===== src/rtl/flight_mode_if.sv =====
// Command/select bundle between the flight-mode sequencer and the axis datapath.
// master = command source / datapath side, slave = flight_mode_controller.
interface flight_mode_if;
    logic [3:0] mode_req;
    logic       mode_valid;
    logic       mode_ready;
    logic       warp_req;
    logic       tick;
    logic [3:0] mode_sel;
    logic [3:0] pos_sel;
    logic [2:0] axis_sel;
    logic       axis_we;
    logic       warp_active;
    logic       err;
    logic       overrun;

    modport master (
        output mode_req, mode_valid, warp_req, tick,
        input  mode_ready, mode_sel, pos_sel, axis_sel, axis_we,
               warp_active, err, overrun
    );

    modport slave (
        input  mode_req, mode_valid, warp_req, tick,
        output mode_ready, mode_sel, pos_sel, axis_sel, axis_we,
               warp_active, err, overrun
    );
endinterface


===== src/rtl/flight_mode_controller.sv =====
// Sequences the x/y/z position datapath: mode/position selects, time-shared axis
// sweeps and the charge->warp->cooldown run. Optional feature macro: WARP_ABORT_EN.
module flight_mode_controller #(
    parameter int CHARGE_CYCLES   = 8,
    parameter int WARP_SWEEPS     = 4,
    parameter int COOLDOWN_CYCLES = 16,
    parameter int CNT_W           = 5
) (
    input  logic         clk,
    input  logic         rst_n,
    flight_mode_if.slave bus_if
);

    typedef enum logic [2:0] {
        ST_RST_POS,
        ST_NORMAL,
        ST_CHARGE,
        ST_WARP,
        ST_COOL
    } state_e;

    localparam logic [CNT_W-1:0] CHARGE_LAST = CNT_W'(CHARGE_CYCLES - 1);
    localparam logic [CNT_W-1:0] SWEEP_LAST  = CNT_W'(WARP_SWEEPS - 1);
    localparam logic [CNT_W-1:0] COOL_LAST   = CNT_W'(COOLDOWN_CYCLES - 1);
    localparam logic [3:0]       MODE_RESET  = 4'b0001;

    state_e           state_q, state_d;
    logic [CNT_W-1:0] cnt_q, cnt_d;
    logic [3:0]       mode_sel_q, mode_sel_d;
    logic [3:0]       pos_sel_q, pos_sel_d;
    logic [2:0]       axis_sel_q, axis_sel_d;
    logic             axis_we_q, axis_we_d;
    logic             warp_active_q, warp_active_d;
    logic             mode_ready_q, mode_ready_d;
    logic             err_q, err_d;
    logic             overrun_q, overrun_d;

    logic       accept, legal, sweep_start, sweep_done, abort;
    logic [3:0] eff_mode;

    // NOTE: state registers use non-blocking assignments so every flop samples
    // the pre-edge value of its neighbours, independent of statement order.
    always_ff @(posedge clk or negedge rst_n) begin
        if (!rst_n) begin
            state_q       <= ST_RST_POS;
            cnt_q         <= '0;
            mode_sel_q    <= MODE_RESET;
            pos_sel_q     <= 4'b0001;
            axis_sel_q    <= 3'b000;
            axis_we_q     <= 1'b0;
            warp_active_q <= 1'b0;
            mode_ready_q  <= 1'b0;
            err_q         <= 1'b0;
            overrun_q     <= 1'b0;
        end else begin
            state_q       <= state_d;
            cnt_q         <= cnt_d;
            mode_sel_q    <= mode_sel_d;
            pos_sel_q     <= pos_sel_d;
            axis_sel_q    <= axis_sel_d;
            axis_we_q     <= axis_we_d;
            warp_active_q <= warp_active_d;
            mode_ready_q  <= mode_ready_d;
            err_q         <= err_d;
            overrun_q     <= overrun_d;
        end
    end

    assign accept      = bus_if.mode_valid && mode_ready_q;
    assign legal       = $onehot(bus_if.mode_req);
    assign eff_mode    = (accept && legal) ? bus_if.mode_req : mode_sel_q;
    // A sweep is in progress exactly while axis_we_q is high; RST_POS self-starts one.
    assign sweep_start = !axis_we_q && (bus_if.tick || (state_q == ST_RST_POS));
    assign sweep_done  = axis_we_q && axis_sel_q[2];

`ifdef WARP_ABORT_EN
    assign abort = accept && (bus_if.mode_req == MODE_RESET);
`else
    assign abort = 1'b0;
`endif

    // NOTE: every signal written here gets a default first, so no path leaves
    // one unassigned and no latch is inferred.
    always_comb begin
        state_d    = state_q;
        cnt_d      = cnt_q;
        mode_sel_d = mode_sel_q;
        err_d      = err_q;
        overrun_d  = overrun_q || (bus_if.tick && axis_we_q);
        axis_sel_d = 3'b000;
        axis_we_d  = 1'b0;

        if (axis_we_q) begin
            // 001 -> 010 -> 100 -> 000 falls out of a plain left shift.
            axis_sel_d = axis_sel_q << 1;
            axis_we_d  = !axis_sel_q[2];
        end else if (sweep_start) begin
            axis_sel_d = 3'b001;
            axis_we_d  = 1'b1;
        end

        unique case (state_q)
            ST_RST_POS: begin
                if (sweep_done) state_d = ST_NORMAL;
            end
            ST_NORMAL, ST_COOL: begin
                if (accept && legal) mode_sel_d = bus_if.mode_req;
                if (accept && !legal) err_d = 1'b1;
                if (accept && legal && (bus_if.mode_req == MODE_RESET)) begin
                    state_d = ST_RST_POS;
                end else if (state_q == ST_NORMAL) begin
                    if (bus_if.warp_req && (eff_mode != MODE_RESET)) state_d = ST_CHARGE;
                end else if (cnt_q == COOL_LAST) begin
                    state_d = ST_NORMAL;
                end else begin
                    cnt_d = cnt_q + 1'b1;
                end
            end
            ST_CHARGE: begin
                if (abort) begin
                    state_d    = ST_RST_POS;
                    mode_sel_d = MODE_RESET;
                end else if (cnt_q == CHARGE_LAST) begin
                    state_d = ST_WARP;
                end else begin
                    cnt_d = cnt_q + 1'b1;
                end
            end
            ST_WARP: begin
                if (abort) begin
                    state_d    = ST_RST_POS;
                    mode_sel_d = MODE_RESET;
                end else if (sweep_done) begin
                    if (cnt_q == SWEEP_LAST) state_d = ST_COOL;
                    else                     cnt_d   = cnt_q + 1'b1;
                end
            end
            default: state_d = ST_RST_POS;
        endcase

        if (state_d != state_q) cnt_d = '0;
    end

    // Outputs are registered from the next state, so they line up with state_q.
    always_comb begin
        pos_sel_d     = 4'b0010;
        warp_active_d = 1'b0;
        mode_ready_d  = 1'b0;
        unique case (state_d)
            ST_RST_POS: pos_sel_d = 4'b0001;
            ST_WARP: begin
                pos_sel_d     = 4'b0100;
                warp_active_d = 1'b1;
            end
            default: pos_sel_d = 4'b0010;
        endcase
        if (!axis_we_d) begin
            mode_ready_d = (state_d == ST_NORMAL) || (state_d == ST_COOL);
`ifdef WARP_ABORT_EN
            if ((state_d == ST_CHARGE) || (state_d == ST_WARP)) mode_ready_d = 1'b1;
`endif
        end
    end

    assign bus_if.mode_ready  = mode_ready_q;
    assign bus_if.mode_sel    = mode_sel_q;
    assign bus_if.pos_sel     = pos_sel_q;
    assign bus_if.axis_sel    = axis_sel_q;
    assign bus_if.axis_we     = axis_we_q;
    assign bus_if.warp_active = warp_active_q;
    assign bus_if.err         = err_q;
    assign bus_if.overrun     = overrun_q;

endmodule


===== src/flat_wrapper.sv =====
// flat-port wrapper written by rule: the top's interface ports become plain ports
module flight_mode_controller_flat 
#(
    parameter int CHARGE_CYCLES   = 8,
    parameter int WARP_SWEEPS     = 4,
    parameter int COOLDOWN_CYCLES = 16,
    parameter int CNT_W           = 5
)
  (clk, rst_n, bus_if_mode_req, bus_if_mode_valid, bus_if_warp_req, bus_if_tick, bus_if_mode_ready, bus_if_mode_sel, bus_if_pos_sel, bus_if_axis_sel, bus_if_axis_we, bus_if_warp_active, bus_if_err, bus_if_overrun);
  flight_mode_if bus_if_i ();
  input  logic clk;
  input  logic rst_n;
  input wire logic [$bits(bus_if_i.mode_req)-1:0] bus_if_mode_req;
  input wire logic [$bits(bus_if_i.mode_valid)-1:0] bus_if_mode_valid;
  input wire logic [$bits(bus_if_i.warp_req)-1:0] bus_if_warp_req;
  input wire logic [$bits(bus_if_i.tick)-1:0] bus_if_tick;
  output wire logic [$bits(bus_if_i.mode_ready)-1:0] bus_if_mode_ready;
  output wire logic [$bits(bus_if_i.mode_sel)-1:0] bus_if_mode_sel;
  output wire logic [$bits(bus_if_i.pos_sel)-1:0] bus_if_pos_sel;
  output wire logic [$bits(bus_if_i.axis_sel)-1:0] bus_if_axis_sel;
  output wire logic [$bits(bus_if_i.axis_we)-1:0] bus_if_axis_we;
  output wire logic [$bits(bus_if_i.warp_active)-1:0] bus_if_warp_active;
  output wire logic [$bits(bus_if_i.err)-1:0] bus_if_err;
  output wire logic [$bits(bus_if_i.overrun)-1:0] bus_if_overrun;
  assign bus_if_i.mode_req = bus_if_mode_req;
  assign bus_if_i.mode_valid = bus_if_mode_valid;
  assign bus_if_i.warp_req = bus_if_warp_req;
  assign bus_if_i.tick = bus_if_tick;
  assign bus_if_mode_ready = bus_if_i.mode_ready;
  assign bus_if_mode_sel = bus_if_i.mode_sel;
  assign bus_if_pos_sel = bus_if_i.pos_sel;
  assign bus_if_axis_sel = bus_if_i.axis_sel;
  assign bus_if_axis_we = bus_if_i.axis_we;
  assign bus_if_warp_active = bus_if_i.warp_active;
  assign bus_if_err = bus_if_i.err;
  assign bus_if_overrun = bus_if_i.overrun;
  flight_mode_controller #(.CHARGE_CYCLES(CHARGE_CYCLES), .WARP_SWEEPS(WARP_SWEEPS), .COOLDOWN_CYCLES(COOLDOWN_CYCLES), .CNT_W(CNT_W)) u_core (.clk(clk), .rst_n(rst_n), .bus_if(bus_if_i));
endmodule

===== config.mk =====
export PLATFORM = sky130hd
export DESIGN_NAME = flight_mode_controller_flat
export DESIGN_NICKNAME = d
export VERILOG_FILES = /design/src/rtl/flight_mode_if.sv /design/src/rtl/flight_mode_controller.sv /design/src/flat_wrapper.sv
export SDC_FILE = /design/constraint.sdc
export NUM_CORES = 1
export LEC_CHECK = 0
export BUFFER_PORTS_ARGS = -buffer_cell sky130_fd_sc_hd__buf_2
export CORE_ASPECT_RATIO = 0.6
export CORE_MARGIN = 5
export CORE_UTILIZATION = 45
export CTS_BUF_LIST = sky130_fd_sc_hd__clkbuf_4 sky130_fd_sc_hd__clkbuf_8 sky130_fd_sc_hd__clkbuf_16
export CTS_CLUSTER_DIAMETER = 100
export CTS_CLUSTER_SIZE = 12
export DETAILED_ROUTE_END_ITERATION = 10
export GPL_TIMING_DRIVEN = 0
export PLACE_DENSITY = 0.67
export SETUP_SLACK_MARGIN = 0.2
export SYNTH_ARGS = -nofsm -noshare
export SYNTH_HDL_FRONTEND = slang
export SYNTH_SLANG_ARGS = --single-unit

===== constraint.sdc =====
create_clock -name clk -period 3.3 [get_ports clk]
set_clock_uncertainty 0.2 [all_clocks]
set_input_delay 0 -clock clk [delete_from_list [all_inputs] [get_ports clk]]
set_output_delay 0 -clock clk [all_outputs]
set_load 0.02 [all_outputs]

==> impl_results.md, run 1 <==
* Post-synthesis sequential area ratio at 0.460
* Drt first pass iters at 4
* Total GRT Usage at 0.159
* Power Total at 981 uW
* Most used DFF post-synth: dfrtp_1
* Clock buffer depth at 2
* Fin cells at 180
* Fin util at 0.591
* Post-route cell area at approximately 0.0015 mm2
* Hold WC Path Type: in2async
* Die area at 0.00399 mm2
* Synthesized area at 0.00126 mm2
* Pleak at just over 0.7 nW
* Synth area leader: dfrtp_1
* Commonest non-fill, non-tap cell in the layout: buf_2
* Setup TNS at 0 ns
* # rows at 14
* Share of layout cells above drive strength 1 at 0.291
* Nets at between 150 and 200
* FF-to-FF path depth at 9
* Setup crit start kind: input port
* Critical Path Fanout Max at 5
* Final hold violations at 0
* Hold WS at about 0.021 ns
* Required time of the critical path at approximately 3.3 ns
* Worst reg2reg path endpoint: u_core.cnt_q[4]$_DFFE_PN0P_
* Clock buffer count from CTS at 3
* CP Class: in2reg
* Post-DR wirelength/cell at approximately 15 um
* Mapped Cells at 114
* Syn_nets at 131
* CTS tree: done
* Area grow syn2layout at 21.8%
* EDFF count, synth at 0
* Starting density of the core at 0.485
* Number of I/O pins at 25
* Clock period minus worst slack at 2.81 ns
* Final setup fails at 0
* Die height at 50.9 um
* R2R setup slack at around 0.81 ns
* Grt ovf at 0
* Yosys top cell area share at 0.418
* Final WS setup at 0.494 ns
* Routed WL at 2670 um
* Yosys reg bits at 23
* DP Wirelength at 2020 um
* Post-route ant nets at 0
* Maximum capacitance violations at 0
* Slew Limit Fails at 0
* YS warnings at 0
* CTS H-tree depth at 1
* Dpl cells at 169
* Clock Latency Late Sink at 0.27 ns
* Placer Congestion at 0.884
* IO buf count at 23
* Initial DRC Count at 112
* Via count at 988
* Syn_area_per_cell at 11.0 um2
* Root Buffer: clkbuf_8
* Core box area at 0.00259 mm2
* Drt via density at around 5.5
* Largest net degree at the start of global routing at 24
* CTS clk-pin slew, worst paths at 0.09 ns
* Setup WS pre-CTS at 0.214 ns
* CP Capture Type: flop
* Sink Count at 23
* Worst-Margin Slew at approximately 0.87 ns
* Initial antenna violation count at 0
* Die width at 78.2 um
* WP data arrival at roughly 2.8 ns
* Max-slew headroom at 0.413
* Post-CTS setup buffer count at 0
* First-pass GRT wire length at about 4900 um
* DP Area at roughly 0.0014 mm2
* Unrepaired setup endpoints after global routing: no
* Fmax at 0.356 GHz
* Vias in the first global route at between 1k and 1.5k
* Fin crit share at 0.850
* Pwr per Cell Area at roughly 640 mW/mm2
* Status: finished, final reports clean
* Hold Buf Count CTS at 7
* Antenna cell count at 0
* DRC at 0
* Number of gates resized after CTS at 0
* RR Startpoint: u_core.cnt_q[0]$_DFFE_PN0P_
* Peak VDD IR at 0.417 mV
* Most frequent cells in the layout: buf_2 (24), dfrtp_1 (21), nor2_1 (12)
* Ranking of synthesized cells by area: dfrtp_1 (42%), ha_1 (7.0%), mux2_2 (4.5%)
* Post-synth ARST share at 1.00
* Synth cell types at 47
state kept, by name, summed over array words and instances (netlist names), 3 cells and up:
name and count:
u_core.cnt_q 5, u_core.bus_if.mode_sel 4, u_core.bus_if.axis_sel 3, u_core.bus_if.pos_sel 3, u_core.state_q 3
final cells by class:
| type | instances | area, um2 |
|---|---|---|
| Buffer | 4 | 20.0 |
| Clock buffer | 3 | 41.3 |
| Clock inverter | 1 | 7.51 |
| Fill cell | 227 | 1060 |
| Inverter | 7 | 26.3 |
| Multi-Input combinational cell | 80 | 633 |
| Sequential cell | 23 | 578 |
| Tap cell | 32 | 40.0 |
| Timing Repair Buffer | 30 | 185 |
how the worst max path moves through the flow:
stage	start	to	slack, ns
finish	bus_if_mode_req[1]	u_core.cnt_q[4]$_DFFE_PN0P_	0.49
global route	bus_if_mode_req[1]	u_core.cnt_q[4]$_DFFE_PN0P_	0.35
floorplan	bus_if_mode_req[1]	u_core.cnt_q[4]$_DFFE_PN0P_	0.51
detailed placement	bus_if_mode_req[1]	u_core.cnt_q[4]$_DFFE_PN0P_	0.21
global placement	bus_if_mode_req[1]	u_core.cnt_q[4]$_DFFE_PN0P_	0.24
CTS	bus_if_mode_req[1]	u_core.cnt_q[4]$_DFFE_PN0P_	0.49
cells by family (layout without fill, tap and decap cells):
family | after synthesis | after routing | share of synthesized area
simple gates | 41 | 41 | 0.198
flops | 23 | 23 | 0.460
compound gates | 19 | 19 | 0.124
buf+inv | 11 | 45 | 0.0368
fa+ha+maj | 8 | 8 | 0.0856
mux | 7 | 7 | 0.0647
xor+xnor | 4 | 4 | 0.0279
other cells | 1 | 1 | 0.00298
Yosys cell counts, types with 2 or more instances:
cell	n
nor4_1	2
nor3_1	4
nand2_1	6
and3_1	2
xor2_1	2
o21ai_0	3
mux2_2	5
dfstp_2	2
inv_1	7
and2_1	2
xnor2_1	2
nor2_1	12
nor4b_1	2
o32ai_1	2
clkbuf_1	2
dfrtp_1	21
ha_1	7
nand4_1	2
critical path, stage by stage:
cell      delay (ns)
buf_2           0.10
inv_1           0.06
ha_1            0.28
inv_1           0.04
ha_1            0.19
fa_1            0.46
or3b_4          0.44
a311oi_2        0.27
o21ai_1         0.08
a211o_1         0.37
mux2_4          0.36
a211oi_2        0.15
power by group:
part	internal (mW)	switching (mW)	total, mW	leakage [nW]
combinational	0.168	0.231	0.399	0.414
sequential	0.348	0.0480	0.396	0.284
clock	0.0856	0.0992	0.185	0.0217
per-layer routing:
layer  vias to the layer above  GRT usage  part of all wire
met5                         -          0                 0
met4                         0     0.0610             0.015
met3                         4     0.0491             0.084
met2                        44      0.227              0.41
met1                       461      0.226              0.49
li1                        479          -                 -
Note: power is estimated with default switching activity, not from simulation.
==> run 2: changes to the inputs <==
REMOVE_ABC_BUFFERS = 1   (was default)
SLEW_MARGIN = 20   (was default)
==> impl_results.md, run 2 (synthesized netlist as in run 1, its figures left out) <==
* Routed WL at 2550 um (-4.6%)
* Die width at 78.2 um (unchanged)
* Max-slew headroom at 0.413 (about the same)
* Pwr per Cell Area at 637 mW/mm2 (-0.52%)
* Initial antenna violation count at 0 (unchanged)
* Worst-Margin Slew at 0.872 ns (-0.000436 ns)
* Post-route ant nets at 0 (unchanged)
* Total GRT Usage at 0.141 (-0.0182)
* Antenna cell count at 0 (unchanged)
* Fin cells at 176 (-2.2%)
* Setup crit start kind: input port
* Post-CTS setup buffer count at 0 (unchanged)
* Vias in the first global route at 891 (-14%)
* RR Startpoint: u_core.cnt_q[0]$_DFFE_PN0P_
* Clk network pwr share at 0.186 (-0.003)
* Drt via density at 5.39 (-1.8%)
* Nets at 162 (-2.4%)
* Die height at 50.9 um (unchanged)
* Pleak at 0.707 nW (-1.8%)
* IO buf count at 23 (unchanged)
* Sink Count at 23 (unchanged)
* Status: finished, final reports clean
* Root Buffer: clkbuf_8
* Fin crit share at 0.855 (+0.00484)
* Power Total at 963 uW (-1.8%)
* Largest net degree at the start of global routing at 24 (unchanged)
* Initial DRC Count at 135 (+21%)
* Via count at 949 (-3.9%)
* Fill count at 202 (-11%)
* Internal at 596 uW (-1.0%)
* Final hold violations at 0 (unchanged)
* CTS H-tree depth at 1 (unchanged)
* First-pass GRT wire length at 4260 um (-13%)
* Maximum capacitance violations at 0 (unchanged)
* Starting density of the core at 0.485 (unchanged)
* Commonest non-fill, non-tap cell in the layout: buf_2
* Sequential Power Share at 0.433 (+0.029)
* CTS clk-pin slew, worst paths at 0.08 ns (about the same)
* Max reg flops at 5 (unchanged)
* Final setup fails at 0 (unchanged)
* CTS tree: done
* Fmax at 0.354 GHz (-0.57%)
* Switch share at 0.381 (-0.00488)
* Post-DR wirelength/cell at 14.5 um (-2.4%)
* Clock period minus worst slack at 2.82 ns (+0.0160 ns)
* FF-to-FF path depth at 9 (unchanged)
* Largest Register: u_core.cnt_q
* Worst reg2reg path endpoint: u_core.cnt_q[4]$_DFFE_PN0P_
* Die area at 0.00399 mm2 (unchanged)
* Most frequent cells in the layout: buf_2 (23), dfrtp_1 (21), nor2_1 (12)
* Unrepaired setup endpoints after global routing: no
* Switching pwr at 367 uW (-3.1%)
* Slew Limit Fails at 0 (unchanged)
* Peak VDD IR at 0.339 mV (-19%)
* Core box area at 0.00259 mm2 (unchanged)
* Share of layout cells above drive strength 1 at 0.285 (-0.00582)
* Logic pwr share at 0.381 (-0.026)
* Clock buffer depth at 2 (unchanged)
* Clock buffer count from CTS at 3 (unchanged)
* Drt first pass iters at 4 (unchanged)
* DP Area at 0.00139 mm2 (-1.4%)
* DP Wirelength at 1870 um (-7.5%)
* # rows at 14 (unchanged)
* WP data arrival at 2.81 ns (about the same)
* Clock Latency Late Sink at 0.27 ns (about the same)
* Placer Congestion at 0.864 (-2.2%)
* DRC at 0 (unchanged)
* Required time of the critical path at 3.29 ns (about the same)
* R2R setup slack at 0.83 ns (+0.02 ns)
* CP Class: in2reg
* Number of I/O pins at 25 (unchanged)
* Grt ovf at 0 (unchanged)
* Hold WC Path Type: in2async
* Dpl cells at 165 (-2.4%)
* Setup crit start: bus_if_mode_req[2]
* Hold WS at 0.0268 ns (+0.00590 ns)
* CP Capture Type: flop
* Setup TNS at 0 ns (unchanged)
* Post-route cell area at 0.00151 mm2 (-1.3%)
* Critical Path Fanout Max at 5 (unchanged)
* Area grow syn2layout at 20.2%
run 2: changes by cell type in the layout (fill, tap and decap cells not counted):
| cell | delta |
|---|---|
| clkbuf_1 | -2 |
| buf_2 | -1 |
| buf_4 | -1 |
run 2: worst max path at each step:
| stage | to | slack [ns] | cells after the start |
|---|---|---|---|
| 3_5_place_dp | u_core.cnt_q[4]$_DFFE_PN0P_ | 0.19 | 12 |
| 3_3_place_gp | u_core.cnt_q[4]$_DFFE_PN0P_ | 0.26 | 12 |
| 2_1_floorplan | u_core.cnt_q[4]$_DFFE_PN0P_ | 0.51 | 11 |
| 5_1_grt | u_core.cnt_q[4]$_DFFE_PN0P_ | 0.38 | 12 |
| 6_report | u_core.cnt_q[4]$_DFFE_PN0P_ | 0.48 | 11 |
| 4_1_cts | u_core.cnt_q[4]$_DFFE_PN0P_ | 0.49 | 12 |
run 2: worst max-delay path, cell delays in order:
cell	delay (ns)
buf_2	0.13
inv_1	0.06
ha_1	0.29
ha_1	0.19
fa_1	0.45
or3b_4	0.44
a311oi_2	0.28
o21ai_1	0.09
a211o_1	0.36
mux2_4	0.36
a211oi_2	0.15
run 2: power by group through the flow:
stage	registers [mW]	clock network, mW	logic, mW
floorplan	0.452	0	0.229
global placement	0.419	0	0.354
detailed placement	0.421	0	0.361
CTS	0.416	0.187	0.370
global route	0.429	0.202	0.405
finish	0.417	0.179	0.367
run 2: what timing repair did:
| action | in CTS | in global routing |
|---|---|---|
| hold buffers | 7 | 0 |
| hold endpoints to repair | 32 | 0 |
| resized for setup | 0 | 0 |
run 2: routing by layer:
metal | GRT usage | wire length, um | vias to the layer above
met1 | 0.204 | 1320 | 443
li1 | - | - | 470
met5 | 0 | 0 | -
met4 | 0.0494 | 35 | 0
met2 | 0.195 | 994 | 32
met3 | 0.0491 | 197 | 4
run 2: layout make-up:
cell class / instances / area, um2 / share of cell area
inverters: 7 / 26.3 / 0.0174
multi-input cells: 80 / 633 / 0.419
flip-flops and latches: 23 / 578 / 0.382
well taps: 32 / 40.0 / 0.0265
repair buffers: 30 / 185 / 0.123
clock buffers: 3 / 41.3 / 0.0273
clock inverters: 1 / 7.51 / 0.00497
run 2: through the flow:
stage	utilization	setup slack, ns
finish	0.583	0.478
global route	0.583	0.379
CTS	0.583	0.487
detailed placement	0.537	0.189
global placement	0.537	0.257
floorplan	-	0.507
==> run 3: changes to the inputs <==
ABC_AREA = 1   (was default)
GPL_TIMING_DRIVEN = default   (was 0)
==> impl_results.md, run 3 <==
* Via count at 1,151 (+21%)
* Ranking of synthesized cells by area: dfrtp_1 (40%), nand2_1 (9.1%), inv_1 (7.7%)
* Vias in the first global route at 1,115 (+25%)
* CP Class: in2reg
* R2R setup slack at 1.27 ns (+0.44 ns)
* CP Capture Type: flop
* Post-synthesis sequential area ratio at 0.438 (-0.0222)
* Grt ovf at 0 (unchanged)
* DRC at 0 (unchanged)
* Mapped Cells at 165 (+45%)
* Max-slew headroom at 0.663 (+0.249)
* RR Startpoint: u_core.cnt_q[0]$_DFFE_PN0P_
* M1 GR Usage at 0.207 (+0.00362)
* Fill count at 268 (+33%)
* Yosys top cell area share at 0.398 (-0.0202)
* Logic pwr share at 0.446 (+0.065)
* M2 GR Usage at 0.245 (+0.0499)
* CTS clk-pin slew, worst paths at 0.09 ns (about the same)
* WP data arrival at 2.86 ns (+0.05 ns)
* Final setup fails at 0 (unchanged)
* Routed WL at 2840 um (+11%)
* Largest net degree at the start of global routing at 24 (unchanged)
* Total GRT Usage at 0.154 (+0.0129)
* Pleak at 0.891 nW (+26%)
* Synth cell types at 26 (-45%)
* Fmax at 0.352 GHz (-0.54%)
* Most frequent cell after synthesis: nand2_1
* First-pass GRT wire length at 4940 um (+16%)
* Switching pwr at 476 uW (+30%)
* Largest Register: u_core.cnt_q
* Share of layout cells above drive strength 1 at 0.246 (-0.0385)
* Core box area at 0.00283 mm2 (+9.3%)
* # rows at 15 (+1)
* CTS H-tree depth at 1 (unchanged)
* Switch share at 0.432 (+0.0506)
* Setup TNS at 0 ns (unchanged)
* Yosys reg bits at 23 (unchanged)
* Clock period minus worst slack at 2.84 ns (+0.0154 ns)
* Peak VDD IR at 0.317 mV (-6.6%)
* Number of I/O pins at 25 (unchanged)
* Slew Limit Fails at 0 (unchanged)
* Most frequent cells in the layout: nand2_1 (32), inv_1 (27), buf_2 (23)
* Fin crit share at 0.860 (+0.00467)
* YS warnings at 0 (unchanged)
* Synth area leader: dfrtp_1
* Antenna cell count at 0 (unchanged)
* Status: finished, final reports clean
* FF-to-FF path depth at 11 (+2)
* Clock Latency Late Sink at 0.27 ns (about the same)
* Number of gates resized after CTS at 0 (unchanged)
* Syn_area_per_cell at 8.01 um2 (-27%)
* Worst-Margin Slew at 0.506 ns (-0.366 ns)
* Sink Count at 23 (unchanged)
* Clock buffer count from CTS at 3 (unchanged)
* Initial antenna violation count at 0 (unchanged)
* Placer Congestion at 0.932 (+7.9%)
* DP Wirelength at 2230 um (+19%)
* Post-synth ARST share at 1.00 (unchanged)
* Hold WS at 0.0275 ns (+0.000733 ns)
* Synthesized area at 0.00132 mm2 (+5.1%)
* Sequential Power Share at 0.391 (-0.042)
* Internal at 627 uW (+5.2%)
* Area grow syn2layout at 21.9%
* Die area at 0.00416 mm2 (+4.2%)
* Initial DRC Count at 55 (-59%)
* Drt via density at 4.78 (-11%)
* Nets at 217 (+34%)
* Worst reg2reg path endpoint: u_core.cnt_q[3]$_DFFE_PN0P_
* Busiest grt layer: met2
* Hold WC Path Type: in2async
* CTS tree: done
* Pwr per Cell Area at 685 mW/mm2 (+7.5%)
* Clock buffer depth at 2 (unchanged)
* Required time of the critical path at 3.32 ns (+0.03 ns)
* EDFF count, synth at 0 (unchanged)
* Post-route ant nets at 0 (unchanged)
* Most used DFF post-synth: dfrtp_1
* Max reg flops at 5 (unchanged)
* Starting density of the core at 0.466 (-0.0188)
* Post-DR wirelength/cell at 11.8 um (-19%)
* Die height at 52.0 um (+2.0%)
* Final hold violations at 0 (unchanged)
* Synth top cells by count: nand2_1 (32), inv_1 (27), dfrtp_1 (21), nor2_1 (20), nand3_1 (11)
* Die width at 80.0 um (+2.2%)
* Maximum capacitance violations at 0 (unchanged)
* Drt first pass iters at 4 (unchanged)
* Met3 Use GR at 0.0571 (+0.00797)
* IO buf count at 23 (unchanged)
* Commonest non-fill, non-tap cell in the layout: nand2_1
* Setup crit start kind: input port
* Root Buffer: clkbuf_8
* Hold Buf Count CTS at 8 (+1)
* Post-CTS setup buffer count at 0 (unchanged)
* Clk network pwr share at 0.163 (-0.023)
* Unrepaired setup endpoints after global routing: no
* Critical Path Fanout Max at 6 (+1)
==> run 3: cell types whose count changed in the layout (fill, tap and decap cells not counted), sizes merged, moves of 3 or more <==
cell,delta
nor2,+12
a31oi,+3
nand2,+34
inv,+25
nand3,+12
mux2,-6
nor4b,-3
a21oi,+5
==> run 3: cells by family after synthesis <==
family                     share of synthesized area
other                                        0.00284
buffers and inverters                         0.0966
adders and majority gates                     0.0814
AOI/OAI and AO/OA                             0.0672
xor gates and xnor gates                      0.0199
and+or+nand+nor                                0.295
DFF                                            0.437
==> run 3: worst max-delay path by stage <==
| stage | startpoint | end | slack (ns) | cells after the start |
|---|---|---|---|---|
| 6_report | bus_if_mode_req[0] | u_core.bus_if.mode_ready$_DFF_PN0_ | 0.46 | 20 |
| 5_1_grt | bus_if_mode_req[1] | u_core.bus_if.mode_ready$_DFF_PN0_ | 0.23 | 20 |
| 4_1_cts | bus_if_mode_req[1] | u_core.cnt_q[4]$_DFFE_PN0P_ | 0.50 | 20 |
| 3_5_place_dp | bus_if_mode_req[1] | u_core.cnt_q[3]$_DFFE_PN0P_ | 0.74 | 19 |
| 3_3_place_gp | bus_if_mode_req[1] | u_core.bus_if.mode_ready$_DFF_PN0_ | 0.76 | 20 |
| 2_1_floorplan | bus_if_mode_req[1] | u_core.cnt_q[2]$_DFFE_PN0P_ | 1.10 | 16 |
==> run 3: layout make-up <==
class / count / area, um2 / share of cell area
multi-input cells: 109 / 616 / 0.382
flip-flops and latches: 23 / 578 / 0.359
clock inverters: 1 / 7.51 / 0.00466
repair buffers: 31 / 195 / 0.121
clock buffers: 3 / 41.3 / 0.0256
well taps: 42 / 52.6 / 0.0326
inverters: 32 / 120 / 0.0746
==> run 3: power groups by stage <==
stage / sequential, mW / combinational (mW) / clock, mW
finish: 0.431 / 0.492 / 0.180
detailed placement: 0.433 / 0.487 / 0
global route: 0.442 / 0.574 / 0.194
CTS: 0.430 / 0.497 / 0.185
global placement: 0.432 / 0.473 / 0
floorplan: 0.474 / 0.320 / 0
==> run 3: worst max-delay path: stages <==
cell and delay, ns:
dlygate4sd3_1 0.54, buf_2 0.15, ha_1 0.27, inv_1 0.04, ha_1 0.20, fa_1 0.50, inv_2 0.04, nand2_1 0.09
nor2_4 0.06, nand3_1 0.11, nand2_1 0.07, nor2_1 0.17, nand2_1 0.07, nand2_1 0.09, nand2_1 0.06, nand2_1 0.07
nand2_2 0.08, nor2_1 0.13, nand2_1 0.07, inv_1 0.05
==> run 3: through the flow <==
step | instance area, um2 | util | setup slack [ns] | instances | power, mW
after floorplan | 1310 | - | 1.10 | 164 | 0.794
final | 1610 | 0.568 | 0.462 | 241 | 1.10
after global routing | 1610 | 0.568 | 0.228 | 241 | 1.21
after CTS | 1610 | 0.568 | 0.495 | 241 | 1.11
after global placement | 1480 | 0.523 | 0.762 | 229 | 0.906
after detailed placement | 1480 | 0.523 | 0.742 | 229 | 0.920
==> run 3: per-layer routing <==
| layer | wire length [um] | share of wire |
|---|---|---|
| met5 | 0 | 0 |
| met4 | 9 | 0.0032 |
| met3 | 196 | 0.069 |
| met2 | 1210 | 0.42 |
| met1 | 1430 | 0.50 |
